[config.mk]
export PLATFORM = sky130hd
export DESIGN_NAME = stage_seq
export DESIGN_NICKNAME = d
export VERILOG_FILES = /design/src/rtl/stage_seq_pkg.sv /design/src/rtl/step_divider.sv /design/src/rtl/stage_seq.sv
export SDC_FILE = /design/constraint.sdc
export NUM_CORES = 1
export LEC_CHECK = 0
export CAP_MARGIN = 20
export CELL_PAD_IN_SITES_DETAIL_PLACEMENT = 0
export CELL_PAD_IN_SITES_GLOBAL_PLACEMENT = 1
export CORE_MARGIN = 5
export CORE_UTILIZATION = 30
export CTS_CLUSTER_SIZE = 20
export DETAILED_ROUTE_END_ITERATION = 12
export PLACE_DENSITY_LB_ADDON = 0.3
export SYNTH_ARGS = -nofsm -noshare
export SYNTH_HDL_FRONTEND = slang
export SYNTH_SLANG_ARGS = --single-unit
[constraint.sdc]
create_clock -name CLK -period 2 [get_ports CLK]
set_input_delay 0.4 -clock CLK [delete_from_list [all_inputs] [get_ports CLK]]
set_output_delay 0.4 -clock CLK [all_outputs]
set_load 0.02 [all_outputs]
[src/rtl/stage_seq_pkg.sv]
// Shared state encodings and widths for the stage-enable sequencer.
package stage_seq_pkg;

   localparam int unsigned SEQ_STATE_W = 2;

   typedef enum logic [SEQ_STATE_W-1:0] {
      SEQ_IDLE  = 2'd0,
      SEQ_FILL  = 2'd1,
      SEQ_RUN   = 2'd2,
      SEQ_DRAIN = 2'd3
   } seq_state_t;

endpackage

[src/rtl/step_divider.sv]
// Step dwell counter: emits one tick every STEP_DIV enabled cycles.
module step_divider #(
   parameter int unsigned STEP_DIV = 1
) (
   input  logic CLK,
   input  logic RST,
   input  logic clear,
   input  logic en,
   output logic tick
);

   localparam int unsigned CW = (STEP_DIV > 1) ? $clog2(STEP_DIV) : 1;

   logic [CW-1:0] cnt;

   // Tick on the last count of the dwell window.
   assign tick = en && (cnt == CW'(STEP_DIV - 1));

   // Counter: clear wins, otherwise count while enabled and wrap on tick.
   always_ff @(posedge CLK) begin
      if (RST) begin
         cnt <= '0;
      end else if (clear) begin
         cnt <= '0;
      end else if (en) begin
         cnt <= tick ? '0 : cnt + CW'(1);
      end
   end

endmodule

[src/rtl/stage_seq.sv]
// Thermometer stage-enable sequencer: fill on start, hold full, drain on stop.
module stage_seq
   import stage_seq_pkg::*;
#(
   parameter int unsigned N             = 4,
   parameter int unsigned STEP_DIV      = 1,
   parameter bit          ALLOW_RESTART = 1'b1
) (
   input  logic                   CLK,
   input  logic                   RST,
   input  logic                   start,
   input  logic                   stop,
   input  logic                   pause,
   output logic [N-1:0]           q,
   output logic [SEQ_STATE_W-1:0] state,
   output logic                   busy,
   output logic                   full,
   output logic                   done
);

   seq_state_t   state_r, state_nx;
   logic [N-1:0] q_nx;
   logic         done_nx;
   logic         cmd;
   logic         shift;
   logic         moving;
   logic         tick;

   assign moving = (state_r == SEQ_FILL) || (state_r == SEQ_DRAIN);
   assign state  = state_r;

   step_divider #(.STEP_DIV(STEP_DIV)) u_div (
      .CLK   (CLK),
      .RST   (RST),
      .clear (cmd || !moving),
      .en    (moving && !pause),
      .tick  (tick)
   );

   // Command decode, shift and completion checks on the post-shift mask.
   always_comb begin
      state_nx = state_r;
      q_nx     = q;
      done_nx  = 1'b0;
      cmd      = 1'b0;
      case (state_r)
         SEQ_IDLE: begin
            if (start && !stop) begin
               state_nx = SEQ_FILL;
               cmd      = 1'b1;
            end
         end
         SEQ_FILL, SEQ_RUN: begin
            if (stop) begin
               state_nx = SEQ_DRAIN;
               cmd      = 1'b1;
            end
         end
         SEQ_DRAIN: begin
            if (ALLOW_RESTART && start && !stop) begin
               state_nx = SEQ_FILL;
               cmd      = 1'b1;
            end
         end
         default: ;
      endcase
      // A command's own shift replaces any divider tick on that edge.
      shift = cmd ? !pause : tick;
      if (shift) begin
         q_nx = {q[N-2:0], (state_nx == SEQ_FILL)};
         if ((state_nx == SEQ_FILL) && (&q_nx)) begin
            state_nx = SEQ_RUN;
         end else if ((state_nx == SEQ_DRAIN) && (q_nx == '0)) begin
            state_nx = SEQ_IDLE;
            done_nx  = 1'b1;
         end
      end
   end

   // State, mask and registered status flags.
   always_ff @(posedge CLK) begin
      if (RST) begin
         state_r <= SEQ_IDLE;
         q       <= '0;
         done    <= 1'b0;
         busy    <= 1'b0;
         full    <= 1'b0;
      end else begin
         state_r <= state_nx;
         q       <= q_nx;
         done    <= done_nx;
         busy    <= (state_nx != SEQ_IDLE);
         full    <= &q_nx;
      end
   end

endmodule

==> results of run 1 <==
## layout make-up
type / count / area, µm²
clock buffer: 4 / 36.28
fill: 157 / 869.6
inverter: 1 / 3.754
multi-input combinational: 38 / 299.0
sequential: 10 / 200.2
tap: 16 / 20.02
timing repair buffer: 13 / 130.1
## final timing paths
path / start / end / slack, ns / cells past startpoint
worst max-delay path: state[0]$_SDFF_PP0_ / state[0] / 0.24 / 1
worst min-delay path: u_div.cnt$_SDFFE_PP0N_ / u_div.cnt$_SDFFE_PP0N_ / 0.47 / 2
worst max register to register: state[1]$_SDFF_PP0_ / busy$_SDFF_PP0_ / 0.25 / 6
worst min register to register: u_div.cnt$_SDFFE_PP0N_ / u_div.cnt$_SDFFE_PP0N_ / 0.47 / 2
## through the flow
step / instance area (µm²) / worst slack [ns] / power [W] / util (%) / std cells
2_1_floorplan: 508.0 / 0.3028 / 0.0003792 / - / 50
3_3_place_gp: 653.1 / 0.1418 / 0.0004479 / 41.89 / 78
3_5_place_dp: 653.1 / 0.1498 / 0.0004490 / 41.89 / 78
4_1_cts: 689.4 / 0.2259 / 0.0006340 / 44.22 / 82
5_1_grt: 689.4 / 0.1380 / 0.0006634 / 44.22 / 82
6_report: 689.4 / 0.2369 / 0.0006261 / 44.22 / 82
## report_power, final
group	internal, W	leakage [nW]	switching (W)
Sequential	0.000217	0.0814	0.0000189
Clock	0.000111	0.0210	0.0000707
Combinational	0.0000917	0.150	0.000117
## registers in the layout (all words and copies together), names as in the netlist
register / count
q: 4
state: 2
busy: 1
done: 1
full: 1
u_div.cnt: 1
## routing by layer
layer  up-vias  track usage [%]  routed length [µm]
li1        218                -                   -
met1       187            11.15                 534
met2         9            14.81                 491
met3         2            3.488                  59
met4         0            4.036                   6
met5         -                0                   0
## placed cells by master, fill, tap and decap left out, types with 2 or more instances in the layout
master	instances
dfxtp_1	10
ha_1	2
clkdlybuf4s50_1	13
nor2b_1	4
clkbuf_4	3
o21ai_1	2
nor3_1	3
nor2_1	5
a22o_1	3
nand3_1	2
## kinds of logic after synthesis
logic type,synth area share (%)
AND/OR/NAND/NOR,33.50
AO/OA/AOI/OAI,20.45
flip-flops,39.41
buffers and inverters,1.722
adder cells (fa/ha/maj),4.925
==> results.md, run 1 <==
- Avg WL per Cell: 13.32 µm
- Ranking of synthesized cells by area: dfxtp_1 39%, a22o_1 5.2%, ha_1 4.9%, nor2b_1 4.9%, a31oi_4 4.2%
- Die footprint: 2616 µm²
- Final HPWL DP: between 800 and 900 µm
- Initial antenna violation count: 0
- Worst setup SP type: flip-flop
- Setup TNS: 0 ns
- Crit-path leading delay family: buffers and inverters
- Post-synth EDFFs: 0
- Final Skew: 0.0003831 ns
- First-pass GRT wire length: 1807 µm
- GRT Util Overall: a little under a tenth
- Pin count of the biggest net entering global routing: 13
- Number of global-route vias before repair: approximately 410
- CP Cell Sequence: clkdlybuf4s50_1
- I/O Pins: 14
- H-tree levels: 1
- First-pass DRT Iterations: 3
- Setup Buffers After CTS: 0
- Rel. slew slack: 69.05%
- Peak fanout along the critical path: 6
- Final ANT Viol Nets: 0
- CTS resizes: 0
- Routability cong.: 0.6728
- Clock Tree Root: clkbuf_4
- Syn_nets: 57
- CP bufs+invs: 1
- Initial Utilization: 32.58%
- VDD IR max: 0.3217 mV
- Via count: 416
- DRC errors left: 0
- Post-synth top area share: 39.41%
- Final setup fails: 0
- Worst Setup End Kind: primary output
- Flops & latches, synth: 10
- DRT iter0 DRCs: 7
- Most used flip-flop cell after synthesis: dfxtp_1
- Layout area overhead: 35.71%
- Yosys synthesis warning count: 0
- Crit path kind: reg -> out
- Cts hold-fix bufs: 0
- Hold slack final: approximately 0.47 ns
- Critical Path AT: 1.36 ns
- Slew Limit Fails: 0
- Slew @ Worst Pin: ~0.46 ns
- Clock-pin slew on the worst setup and hold paths: roughly 0.07 ns
- Antenna Cells: 0
- Max incr delay on CP: 0.65 ns
- TritonCTS clock tree: yes
- Critical path's slowest cell: clkdlybuf4s50_1
- LEAKAGE: around 0.25 nW
- Fraction of layout cells with a size suffix above 1: 18.18%
- Status: finished, final reports clean
- Synth Instances: 50
- Tmin final: 1.763 ns
- Vias per inst: 5.073
- DRT Wirelength: 1092 µm
- Synth Cell Area: 508.0 µm²
- Seq/Total Area, Yosys: 39.41%
- Synth async-reset ratio: 0%
- Synth cell types: 27
- Die Wd: ~51 µm
- Core region area: ~1600 µm²
- Die height: 51.15 µm
- Hold Fails Final Rpt: 0
- Fin nets: 74
- Clk Latency, worst-skew pair: 0.26 ns
- CTS Buffer Depth: 2
- CTS sink cnt: 10
- Worst hold path type: reg -> reg
- Max_cap viols: 0
- Synth top cells by count: 10 x dfxtp_1, 5 x nor2_1, 4 x nor2b_1
- Fmax: roughly 0.57 GHz
- Worst Path Required: ~1.6 ns
- # rows: 14
- Cell Pwr Density: ~900 nW/µm²
- Count leader, synth: dfxtp_1
- Unrepaired setup endpoints after global routing: no
- Avg Inst Size Synth: 10.16 µm²
- Number of CTS-inserted buffers: 3
- Area leader, netlist: dfxtp_1
- Buffers on Ports: 13
- Tcrit/Tclk final: 88.16%
- GRT overflow: 0
(Power assumes the default switching activity.)
==> run 2, diff against run 1 <==
--- a/config.mk
+++ b/config.mk
@@ -8,7 +8,7 @@
 export CAP_MARGIN = 20
 export CELL_PAD_IN_SITES_DETAIL_PLACEMENT = 0
 export CELL_PAD_IN_SITES_GLOBAL_PLACEMENT = 1
-export CORE_MARGIN = 5
+export CORE_MARGIN = 8
 export CORE_UTILIZATION = 30
 export CTS_CLUSTER_SIZE = 20
 export DETAILED_ROUTE_END_ITERATION = 12
==> run 2 against run 1 <==
Against the previous run: total power decreased by 0.79%; sequential power about the same; sequential share of layout area decreased by 0.053 points; clock-buffer cell count unchanged; cell area increased by 0.18%; sequential cell count unchanged; register-to-register slack improved by 0.02 ns; clock skew about the same; worst hold slack improved by 0.018 ns; non-clock buffer count unchanged; wire length increased by 0.37%.
==> results.md, run 2 (synthesis results as in run 1) <==
- Setup TNS: 0 ns
- Peak fanout along the critical path: 6
- Status: finished, final reports clean
- LEAKAGE: 0.2520 nW
- GR peak layer: met2
- Crit-path leading delay family: buffers and inverters
- Via count: 433
- CTS resizes: 0
- Tmin final: about 1.8 ns
- Final HPWL DP: 850.8 µm
- CP Cell Sequence: clkdlybuf4s50_1
- Initial Utilization: a little under a third
- Routability cong.: 0.8181
- Slew @ Worst Pin: 0.4719 ns
- Tcrit/Tclk final: 87.52%
- Number of CTS-inserted buffers: 3
- Hold path start: u_div.cnt$_SDFFE_PP0N_
- H-tree levels: 1
- DRT iter0 DRCs: 11
- Critical Path AT: approximately 1.4 ns
- I/O Pins: 14
- Critical path's slowest cell: clkdlybuf4s50_1
- Final WS setup: ~0.25 ns
- Setup Buffers After CTS: 0
- Rel. slew slack: 68.44%
- Layout area overhead: 35.96%
- Final Skew: 0.0005168 ns
- Worst hold path type: reg -> reg
- CTS sink cnt: 10
- Crit path launch: state[0]$_SDFF_PP0_
- First-pass DRT Iterations: 4
- Most common cell after layout, fill and taps aside: clkdlybuf4s50_1
- Worst Path Required: 1.60 ns
- # rows: 15
- Max reg flops: 4
- CTS Buffer Depth: 2
- Buffers on Ports: 13
- Hold slack final: 0.4883 ns
- Pre-CTS setup slack: 0.1158 ns
- CP bufs+invs: 1
- Core region area: approximately 1700 µm²
- Max incr delay on CP: 0.65 ns
- Max_cap viols: 0
- Crit path kind: reg -> out
- Met3 usage: 4.213%
- Clk Latency, worst-skew pair: 0.26 ns
- Fraction of layout cells with a size suffix above 1: 18.18%
- Slew Limit Fails: 0
- Die footprint: 3266 µm²
- Final setup fails: 0
- Most frequent cells in the layout: 13 x clkdlybuf4s50_1, 10 x dfxtp_1, 5 x nor2_1
- Unrepaired setup endpoints after global routing: no
- Die Wd: approximately 57 µm
- Final ANT Viol Nets: 0
- Worst setup SP type: flip-flop
- GR Util met2: about 11%
- Clock Tree Root: clkbuf_4
- Hold Fails Final Rpt: 0
- Fmax: 0.5713 GHz
- DRC errors left: 0
- VDD IR max: 0.5491 mV
- DRT Wirelength: 1096 µm
- Met1 usage: 8.344%
- GRT overflow: 0
- Cts hold-fix bufs: 0
- Cell Pwr Density: about 900 nW/µm²
- Pin count of the biggest net entering global routing: 13
- Largest register by flop count: q
- Clock-pin slew on the worst setup and hold paths: 0.07 ns
- First-pass GRT wire length: 1925 µm
- Worst Setup End Kind: primary output
- Antenna Cells: 0
- Number of global-route vias before repair: 439
- GRT Util Overall: under 10%
- Start of the worst register-to-register path: state[1]$_SDFF_PP0_
- Die height: 57.15 µm
- Fin nets: 74
- Avg WL per Cell: 13.20 µm
- Initial antenna violation count: 0
- TritonCTS clock tree: yes
- Vias per inst: 5.217
==> run 2: metal layers <==
layer  up-vias  part of all wire (%)
li1        218                     -
met1       201                    48
met2        12                    45
met3         2                   5.7
met4         0                   1.9
met5         -                     0
==> run 2: final timing paths <==
kind | end | slack (ns) | cells past startpoint
setup / recovery | state[0] | 0.25 | 1
hold / removal | u_div.cnt$_SDFFE_PP0N_ | 0.49 | 2
setup reg to reg | state[1]$_SDFF_PP0_ | 0.27 | 6
hold reg to reg | u_div.cnt$_SDFFE_PP0N_ | 0.49 | 2
==> run 2: where the power goes <==
part           total (W)  switching [W]  internal [W]
registers       0.000235      0.0000178      0.000217
logic           0.000206       0.000114     0.0000915
clock network   0.000181      0.0000702      0.000110
==> run 2: worst reg2reg max path, stage by stage (launching register included) <==
cell and delay, ns:
dfxtp_1 0.41, inv_1 0.06, ha_1 0.33, nand2b_4 0.18, a21o_1 0.21, nor3_2 0.30
o31ai_1 0.10
==> run 2: cell type report <==
type / count / area (µm²)
Clock buffer: 4 / 36.28
Fill cell: 167 / 960.9
Inverter: 1 / 3.754
Timing Repair Buffer: 13 / 130.1
Multi-Input combinational cell: 38 / 299.0
Tap cell: 17 / 21.27
Sequential cell: 10 / 200.2
==> run 2: stage by stage <==
step	util [%]	instance area (µm²)	power [W]	cells
after detailed placement	39.62	654.4	0.0004460	79
after global placement	39.62	654.4	0.0004477	79
final	41.82	690.7	0.0006212	83
after floorplan	-	508.0	0.0003792	50
after global routing	41.82	690.7	0.0006718	83
after CTS	41.82	690.7	0.0006305	83
